===== config.mk =====
export PLATFORM = sky130hd
export DESIGN_NAME = alu_seq
export DESIGN_NICKNAME = d
export VERILOG_FILES = /design/src/rtl/alu_seq.sv
export SDC_FILE = /design/constraint.sdc
export NUM_CORES = 1
export LEC_CHECK = 0
export CAP_MARGIN = 20
export CELL_PAD_IN_SITES_DETAIL_PLACEMENT = 0
export CELL_PAD_IN_SITES_GLOBAL_PLACEMENT = 1
export CORE_MARGIN = 2
export CORE_UTILIZATION = 47
export DETAILED_ROUTE_END_ITERATION = 12
export GPL_ROUTABILITY_DRIVEN = 0
export PLACE_DENSITY = 0.83
export SYNTH_ARGS = -nofsm -noshare
export SYNTH_HDL_FRONTEND = slang
export SYNTH_SLANG_ARGS = --single-unit

===== constraint.sdc =====
create_clock -name clk -period 5.29 [get_ports clk]
set_clock_uncertainty 0.05 [all_clocks]
set_input_delay 1.587 -clock clk [delete_from_list [all_inputs] [get_ports clk]]
set_output_delay 1.587 -clock clk [all_outputs]
set_load 0.02 [all_outputs]

===== src/rtl/alu_seq.sv =====
// alu_seq: sequential, handshaked ALU with status flags.
//  Single-cycle ops (ADD/SUB/logic/shifts) finish one cycle after acceptance;
//  MUL (shift-add) and DIV (restoring) iterate N cycles on operand magnitudes.
// Ports:
//  clk, rst_n            clock, async active-low reset
//  in_valid / in_ready   operand bundle handshake (a, b, op, is_signed)
//  out_valid / out_ready result handshake (result, result_hi, flags)
//  flags                 {div0, ovf, carry, neg, zero}
module alu_seq #(
    parameter int unsigned N = 8
) (
    input  logic         clk,
    input  logic         rst_n,
    input  logic         in_valid,
    output logic         in_ready,
    input  logic [N-1:0] a,
    input  logic [N-1:0] b,
    input  logic [3:0]   op,
    input  logic         is_signed,
    output logic         out_valid,
    input  logic         out_ready,
    output logic [N-1:0] result,
    output logic [N-1:0] result_hi,
    output logic [4:0]   flags
);
    localparam int unsigned CW = $clog2(N) + 1;
    localparam int unsigned NW = N + 1;
    localparam int unsigned PW = 2 * N;

    localparam logic [3:0] OP_ADD = 4'd0;
    localparam logic [3:0] OP_SUB = 4'd1;
    localparam logic [3:0] OP_MUL = 4'd2;
    localparam logic [3:0] OP_DIV = 4'd3;
    localparam logic [3:0] OP_AND = 4'd4;
    localparam logic [3:0] OP_OR  = 4'd5;
    localparam logic [3:0] OP_NOT = 4'd6;
    localparam logic [3:0] OP_SLL = 4'd7;
    localparam logic [3:0] OP_SRL = 4'd8;
    localparam logic [3:0] OP_SRA = 4'd9;

    localparam logic [N-1:0] SMIN = {1'b1, {(N-1){1'b0}}};

    typedef enum logic [1:0] {
        IDLE = 2'd0,
        BUSY = 2'd1,
        DONE = 2'd2
    } state_t;

    state_t state_q, state_d;
    logic   accept;
    logic   iter_op;

    // Latched operation context for MUL/DIV
    logic [CW-1:0] cnt_q;
    logic [3:0]    op_q;
    logic          sgn_q;
    logic          neg_q;      // final quotient/product must be negated
    logic          aneg_q;     // dividend negative: remainder negated
    logic [N-1:0]  a_q, b_q;
    logic [PW-1:0] mcand_q, prod_q;
    logic [N-1:0]  mplier_q;
    logic [N-1:0]  quo_q, rem_q, dvs_q;

    // Single-cycle datapath
    logic [NW-1:0] sum, dif;
    logic          shift_big;
    logic [N-1:0]  sc_res;
    logic          sc_carry, sc_ovf;

    // Magnitudes used by the iterative ops
    logic          a_sgn, b_sgn;
    logic [N-1:0]  a_mag, b_mag;

    // Iteration step and final fix-up
    logic [PW-1:0] prod_n, prod_s;
    logic [NW-1:0] r_sh;
    logic [N-1:0]  quo_n, rem_n, quo_s, rem_s;
    logic [N-1:0]  fin_res, fin_hi;
    logic          fin_ovf, fin_div0;

    // Output load path
    logic          ld_out;
    logic [N-1:0]  res_d, hi_d;
    logic          ovf_d, carry_d, div0_d;

    assign iter_op = (op == OP_MUL) || (op == OP_DIV);

    // Next state and handshake decode
    always_comb begin
        state_d  = state_q;
        in_ready = 1'b0;
        accept   = 1'b0;
        case (state_q)
            IDLE: in_ready = 1'b1;
            DONE: in_ready = out_ready;
            default: in_ready = 1'b0;
        endcase
        accept = in_valid && in_ready;
        case (state_q)
            IDLE: begin
                if (accept) state_d = iter_op ? BUSY : DONE;
            end
            BUSY: begin
                if (cnt_q == CW'(1)) state_d = DONE;
            end
            DONE: begin
                if (out_ready) begin
                    if (accept) state_d = iter_op ? BUSY : DONE;
                    else        state_d = IDLE;
                end
            end
            default: state_d = IDLE;
        endcase
    end

    // State register
    always_ff @(posedge clk or negedge rst_n) begin
        if (!rst_n) state_q <= IDLE;
        else        state_q <= state_d;
    end

    // Single-cycle ops straight from the input bundle
    always_comb begin
        sc_res    = '0;
        sc_carry  = 1'b0;
        sc_ovf    = 1'b0;
        sum       = {1'b0, a} + {1'b0, b};
        dif       = {1'b0, a} - {1'b0, b};
        shift_big = ({1'b0, b} >= NW'(N));
        case (op)
            OP_ADD: begin
                sc_res   = sum[N-1:0];
                sc_carry = sum[N];
                sc_ovf   = is_signed && (a[N-1] == b[N-1]) && (sum[N-1] != a[N-1]);
            end
            OP_SUB: begin
                sc_res   = dif[N-1:0];
                sc_carry = ~dif[N];
                sc_ovf   = is_signed && (a[N-1] != b[N-1]) && (dif[N-1] != a[N-1]);
            end
            OP_AND:  sc_res = a & b;
            OP_OR:   sc_res = a | b;
            OP_NOT:  sc_res = ~a;
            OP_SLL:  sc_res = shift_big ? '0 : (a << b);
            OP_SRL:  sc_res = shift_big ? '0 : (a >> b);
            OP_SRA:  sc_res = shift_big ? {N{a[N-1]}} : N'($signed(a) >>> b);
            default: sc_res = '0;
        endcase
    end

    assign a_sgn = is_signed && a[N-1];
    assign b_sgn = is_signed && b[N-1];
    assign a_mag = a_sgn ? -a : a;
    assign b_mag = b_sgn ? -b : b;

    // One MUL/DIV iteration plus sign/exception fix-up of its outcome
    always_comb begin
        prod_n = prod_q + (mplier_q[0] ? mcand_q : '0);
        r_sh   = {rem_q, quo_q[N-1]};
        if (r_sh >= {1'b0, dvs_q}) begin
            rem_n = N'(r_sh - {1'b0, dvs_q});
            quo_n = {quo_q[N-2:0], 1'b1};
        end else begin
            rem_n = r_sh[N-1:0];
            quo_n = {quo_q[N-2:0], 1'b0};
        end
        prod_s   = neg_q  ? -prod_n : prod_n;
        quo_s    = neg_q  ? -quo_n  : quo_n;
        rem_s    = aneg_q ? -rem_n  : rem_n;
        fin_res  = '0;
        fin_hi   = '0;
        fin_ovf  = 1'b0;
        fin_div0 = 1'b0;
        if (op_q == OP_MUL) begin
            fin_res = prod_s[N-1:0];
            fin_hi  = prod_s[PW-1:N];
            fin_ovf = sgn_q ? (fin_hi != {N{fin_res[N-1]}}) : (fin_hi != '0);
        end else if (dvs_q == '0) begin
            fin_res  = '1;
            fin_hi   = a_q;
            fin_div0 = 1'b1;
        end else begin
            fin_res = quo_s;
            fin_hi  = rem_s;
            fin_ovf = sgn_q && (a_q == SMIN) && (b_q == '1);
        end
    end

    // Select what (if anything) lands in the output registers this cycle
    always_comb begin
        ld_out  = 1'b0;
        res_d   = '0;
        hi_d    = '0;
        ovf_d   = 1'b0;
        carry_d = 1'b0;
        div0_d  = 1'b0;
        if (accept && !iter_op) begin
            ld_out  = 1'b1;
            res_d   = sc_res;
            carry_d = sc_carry;
            ovf_d   = sc_ovf;
        end else if (state_q == BUSY && cnt_q == CW'(1)) begin
            ld_out = 1'b1;
            res_d  = fin_res;
            hi_d   = fin_hi;
            ovf_d  = fin_ovf;
            div0_d = fin_div0;
        end
    end

    // Datapath and output registers
    always_ff @(posedge clk or negedge rst_n) begin
        if (!rst_n) begin
            cnt_q     <= '0;
            op_q      <= '0;
            sgn_q     <= 1'b0;
            neg_q     <= 1'b0;
            aneg_q    <= 1'b0;
            a_q       <= '0;
            b_q       <= '0;
            mcand_q   <= '0;
            prod_q    <= '0;
            mplier_q  <= '0;
            quo_q     <= '0;
            rem_q     <= '0;
            dvs_q     <= '0;
            out_valid <= 1'b0;
            result    <= '0;
            result_hi <= '0;
            flags     <= '0;
        end else begin
            out_valid <= (state_d == DONE);
            if (accept && iter_op) begin
                cnt_q    <= CW'(N);
                op_q     <= op;
                sgn_q    <= is_signed;
                neg_q    <= a_sgn ^ b_sgn;
                aneg_q   <= a_sgn;
                a_q      <= a;
                b_q      <= b;
                mcand_q  <= PW'(a_mag);
                mplier_q <= b_mag;
                prod_q   <= '0;
                quo_q    <= a_mag;
                rem_q    <= '0;
                dvs_q    <= b_mag;
            end else if (state_q == BUSY) begin
                cnt_q    <= cnt_q - CW'(1);
                prod_q   <= prod_n;
                mcand_q  <= mcand_q << 1;
                mplier_q <= mplier_q >> 1;
                quo_q    <= quo_n;
                rem_q    <= rem_n;
            end
            if (ld_out) begin
                result    <= res_d;
                result_hi <= hi_d;
                flags     <= {div0_d, ovf_d, carry_d, res_d[N-1], (res_d == '0)};
            end
        end
    end

endmodule


Word level (Yosys, flattened, before mapping)
Index checks and enable logic that the tools add are counted.
- register bits after elaboration: 115
- bits of input ports: 25
- $add $sub $neg: 10
- order comparisons: 2
- equality and inequality tests: 21
- shift-type cells: 3
- muxes and demuxes: 53
- bitwise gates (word level): 5
- reductions and logical operators: 20
- operators by type and width (kind ; number):
    8-bit two-way mux ; 22
    16-bit two-way mux ; 6
    8-bit one-hot mux with 8 select lines ; 1
    8-bit negator ; 4
    16-bit adder ; 1
    4-bit by 3-bit equality test with 1-bit output (second input constant) ; 4
    8-bit equality test (second input constant) ; 2
    8-bit logical NOT ; 2
    16-bit negator ; 1
    1-bit two-way mux ; 13
    4-bit by 2-bit equality test with 1-bit output (second input constant) ; 3
    1-bit logical AND ; 12
    2-bit two-way mux ; 5
    8-bit by 8-bit adder with 9-bit output ; 1
    9-bit by 8-bit >= comparator with 1-bit output ; 1
    8-bit by 8-bit subtractor with 9-bit output ; 1
    8-bit bitwise AND ; 1
    4-bit by 1-bit equality test with 1-bit output (second input constant) ; 2
    4-bit equality test (second input constant) ; 2
    8-bit by 4-bit >= comparator with 1-bit output (second input constant) ; 1
    4-bit two-way mux ; 2
    8-bit inequality test ; 1
    8-bit NOT ; 1
    8-bit bitwise OR ; 1
    19 further kinds ; 24

Logic depth before layout (Yosys ltp)
- word-level depth: 9
- gate-level depth with buffers: 18
- mapped depth without buffers: 17

Worst setup path after synthesis
No wires, ideal clock.
- path type: input to register
- start: input a[2]
- end: register flags[0]
- data arrival time: 3.901 ns
- data required time: 5.145 ns
- setup slack: 1.243 ns
- stages on the path: 13
- cells stage by stage: clkbuf_1 inv_1 ha_1 a21o_1 a21o_1 nand2_1 o21ai_0 xnor2_1 a211oi_1 o221ai_1 a2111oi_0 nand4_1 o31ai_1
- cells in the longest elaborated chain, start to end: 5
- RTL lines (element ; RTL line ; RTL):
    start: declaration ; 16 ; input logic [N-1:0] a,
    parallel branches: the longest is 2 deep, another holds 8-bit by 8-bit subtractor with 9-bit output ; n/a ;
    8-bit one-hot mux with 8 select lines (*) ; 130 ; case (op)
    8-bit two-way mux (*) ; 197 ; if (accept && !iter_op) begin
    8-bit logical NOT (*) ; 258 ; flags <= {div0_d, ovf_d, carry_d, res_d[N-1], (res_d == '0)};
    end signal: assignment ; 258 ;
    end: declaration ; 24 ; output logic [4:0] flags
Mark *: on every way between the ends.
A chain may end at the register's enable or synchronous reset.

Worst setup path in the final report
- start: input a[0]
- end: register flags[0]
The elaborated chain is that of the path after synthesis.

==> metrics <==
Startpoint Class input pin; largest family of logic cells by synthesized area compound AO/OA/AOI/OAI gates; share of cells above drive strength 1 between 7 and 8%; Longest Clk Path Bufs 2; Detailed Routing Iterations Pass 1 5; post-synthesis xor/xnor area fraction 5.96%; core area between 15000 and 20000 sq um; run status finished, final reports clean; proportion of synthesized area in mux cells 3.72%; Synth Area in Adders under 10%; worst vdd ir around 0.26 mV; top sig layer met4; final worst slack roughly 0.75 ns; WL met1 12.1 mm; Final period util between 80 and 90%; # setup viols final 0; largest area contributor in the netlist dfrtp_1; TNS Setup 0 ns; post-route antenna net violation count 0; diode count 0; most frequent cell after synthesis nand2_1; Syn. warnings 0; initial antenna violation count 0; row cnt 50; top achievable clock speed between 200 and 250 MHz; routed length on met3 1.53 mm; vias in the first global route 7929; routed vias between 8000 and 9000; DR vias/cell 6.09; critical path arrival 4.82 ns; Routed wire per std cell 19.7 microns; dpl ws roughly 0.37 ns; top flip-flop cell by instance count after synthesis dfrtp_1; Simple-Gate Fraction of Synth Area 19.5%; max-capacitance violation count 0; Compound-Gate Fraction of Synth Area 25.2%; first-pass GRT wire length 43.3 mm; die height 141 microns; top-area cell type share of the netlist area about a third; DR DRC count 0; CP Capture Type flip-flop; final net count 1189; io pins 48; chip width approximately 140 microns; hold slack approximately 0.43 ns; Clock Root Buffer clkbuf_16; synth top area cells dfrtp_1, ha_1, nand2_1; DR iter-0 viols a little over 700; CTS Buf Count 17; number of port buffers 47; worst hold path class flip-flop to flip-flop; DIE AREA between 15000 and 20000 sq um; Max Slew Vio Count 0; Num Clock Sinks 113; largest net degree at the start of global routing 68; count of final hold-check violations 0; all-layer global routing usage about 28%; area delta synth->final 15.2%; RSZ-0062 raised after global routing no; Leak ~4.5 nW; async set or reset register ratio after synthesis between 90% and 100%; total setup buffers inserted after CTS 0; Overflow after GRT 0; final wirelength about 27 mm; required time worst endpoint between 5 and 6 ns; Post-CTS Resized 0; hpwl dp 19.9 mm; Critical Setup Path Class input pin to flip-flop; final core utilization between 50% and 60%; cell area after synthesis between 8000 and 9000 sq um; Seq/Total Area, Yosys 32.1%; synth cell count leaders nand2_1, dfrtp_1, o21ai_0; Worst-path clk slew roughly 0.060 ns; CTS tree yes; Synth Area per Inst about 8.2 sq um; Post-synth EDFFs 0; number of H-tree branching levels 4; Max-Slew Margin vs Limit a little over two fifths; cells after synthesis 1074; overall power ~5.2 mW; pwr dens about 510 nW/um^2; Starting Density about 47%; #FFs+latches synth between 100 and 150; Skew-Pair Late Insertion Delay around 0.42 ns; Tmin final 4.54 ns; Met2 Routed Length 12.2 mm; crit-path max FO 7; Slew @ Worst Pin 0.841 ns; unique cell type count in the Yosys netlist just under 80; CTS Hold Buffers Added 0; syn nets approximately 1200
## metal layers
metal / vias up / track usage [%]
met5: - / 0
met4: 0 / 10.1
met3: 60 / 5.10
met2: 297 / 44.5
met1: 3927 / 37.8
li1: 3961 / -
## kinds of logic (layout without fill, tap and decap cells)
logic type / count (synthesis) / in the layout
simple gates: 362 / 362
compound gates: 338 / 338
flops: 113 / 113
buf+inv: 111 / 156
xor+xnor: 60 / 60
fa+ha+maj: 58 / 58
mux: 32 / 32
## state kept, by name (all words and copies together), names as in the netlist
name	cells
mcand_q	16
prod_q	16
a_q	8
b_q	8
mplier_q	8
quo_q	8
rem_q	8
result_hi	8
dvs_q	7
result	7
flags	5
cnt_q	4
op_q	4
state_q	2
aneg_q	1
neg_q	1
out_valid	1
sgn_q	1
## worst max-delay path, cell delays in order
cell             delay (ns)
clkdlybuf4s50_1        0.54
ha_1                   0.32
fa_1                   0.41
a21o_1                 0.17
a21o_1                 0.19
nand2_1                0.06
o21ai_0                0.09
xnor2_1                0.15
a211oi_1               0.30
o221ai_1               0.18
a2111oi_0              0.43
nand4_1                0.15
o31ai_1                0.25
## where the power goes
group / leakage, nW / switching [mW] / total [mW] / internal (mW)
Sequential: 1.46 / 0.258 / 1.40 / 1.14
Combinational: 2.77 / 1.54 / 2.58 / 1.03
Clock: 0.295 / 0.467 / 1.17 / 0.707
Total: 4.52 / 2.27 / 5.15 / 2.88
## through the flow
stage          instances  area (sq um)
2_1_floorplan       1074          8820
3_3_place_gp        1321          9560
3_5_place_dp        1321          9560
4_1_cts             1353         10200
5_1_grt             1353         10200
6_report            1353         10200
## cells in the final DEF (no fill, tap or decap), types with 16 or more instances in the layout
cell,Yosys,final
a31oi_1,16,16
inv_1,46,46
a21o_1,21,21
nor2_1,61,61
a21oi_1,67,67
nand2_1,134,134
ha_1,54,54
xnor2_1,46,46
dfrtp_1,113,113
buf_4,1,31
nand3_1,52,51
clkbuf_16,0,17
mux2i_1,26,26
clkdlybuf4s50_1,0,46
o21ai_0,93,93
and2_1,26,26
nor3_1,19,19
## final timing paths
| kind | start | endpoint | slack (ns) | depth (start not counted) |
|---|---|---|---|---|
| setup / recovery | a[0] | flags[0] | 0.75 | 13 |
| hold / removal | b_q[3] | b_q[3] | 0.43 | 2 |
| setup reg to reg | mplier_q[0] | flags[3] | 0.91 | 13 |
| hold reg to reg | b_q[3] | b_q[3] | 0.43 | 2 |
| max in group asynchronous | rst_n | mplier_q[1] | 3.09 | 2 |
| min in group asynchronous | rst_n | prod_q[6] | 1.22 | 1 |
## area by class of cell
type	instances	area, sq um
Multi-Input combinational cell	850	5570
Clock inverter	15	173
Sequential cell	113	2830
Clock buffer	17	425
Timing Repair Buffer	77	693
Inverter	47	176
Tap cell	234	293
Fill cell	1756	8430
No activity file was read; power rests on OpenSTA's default activity.
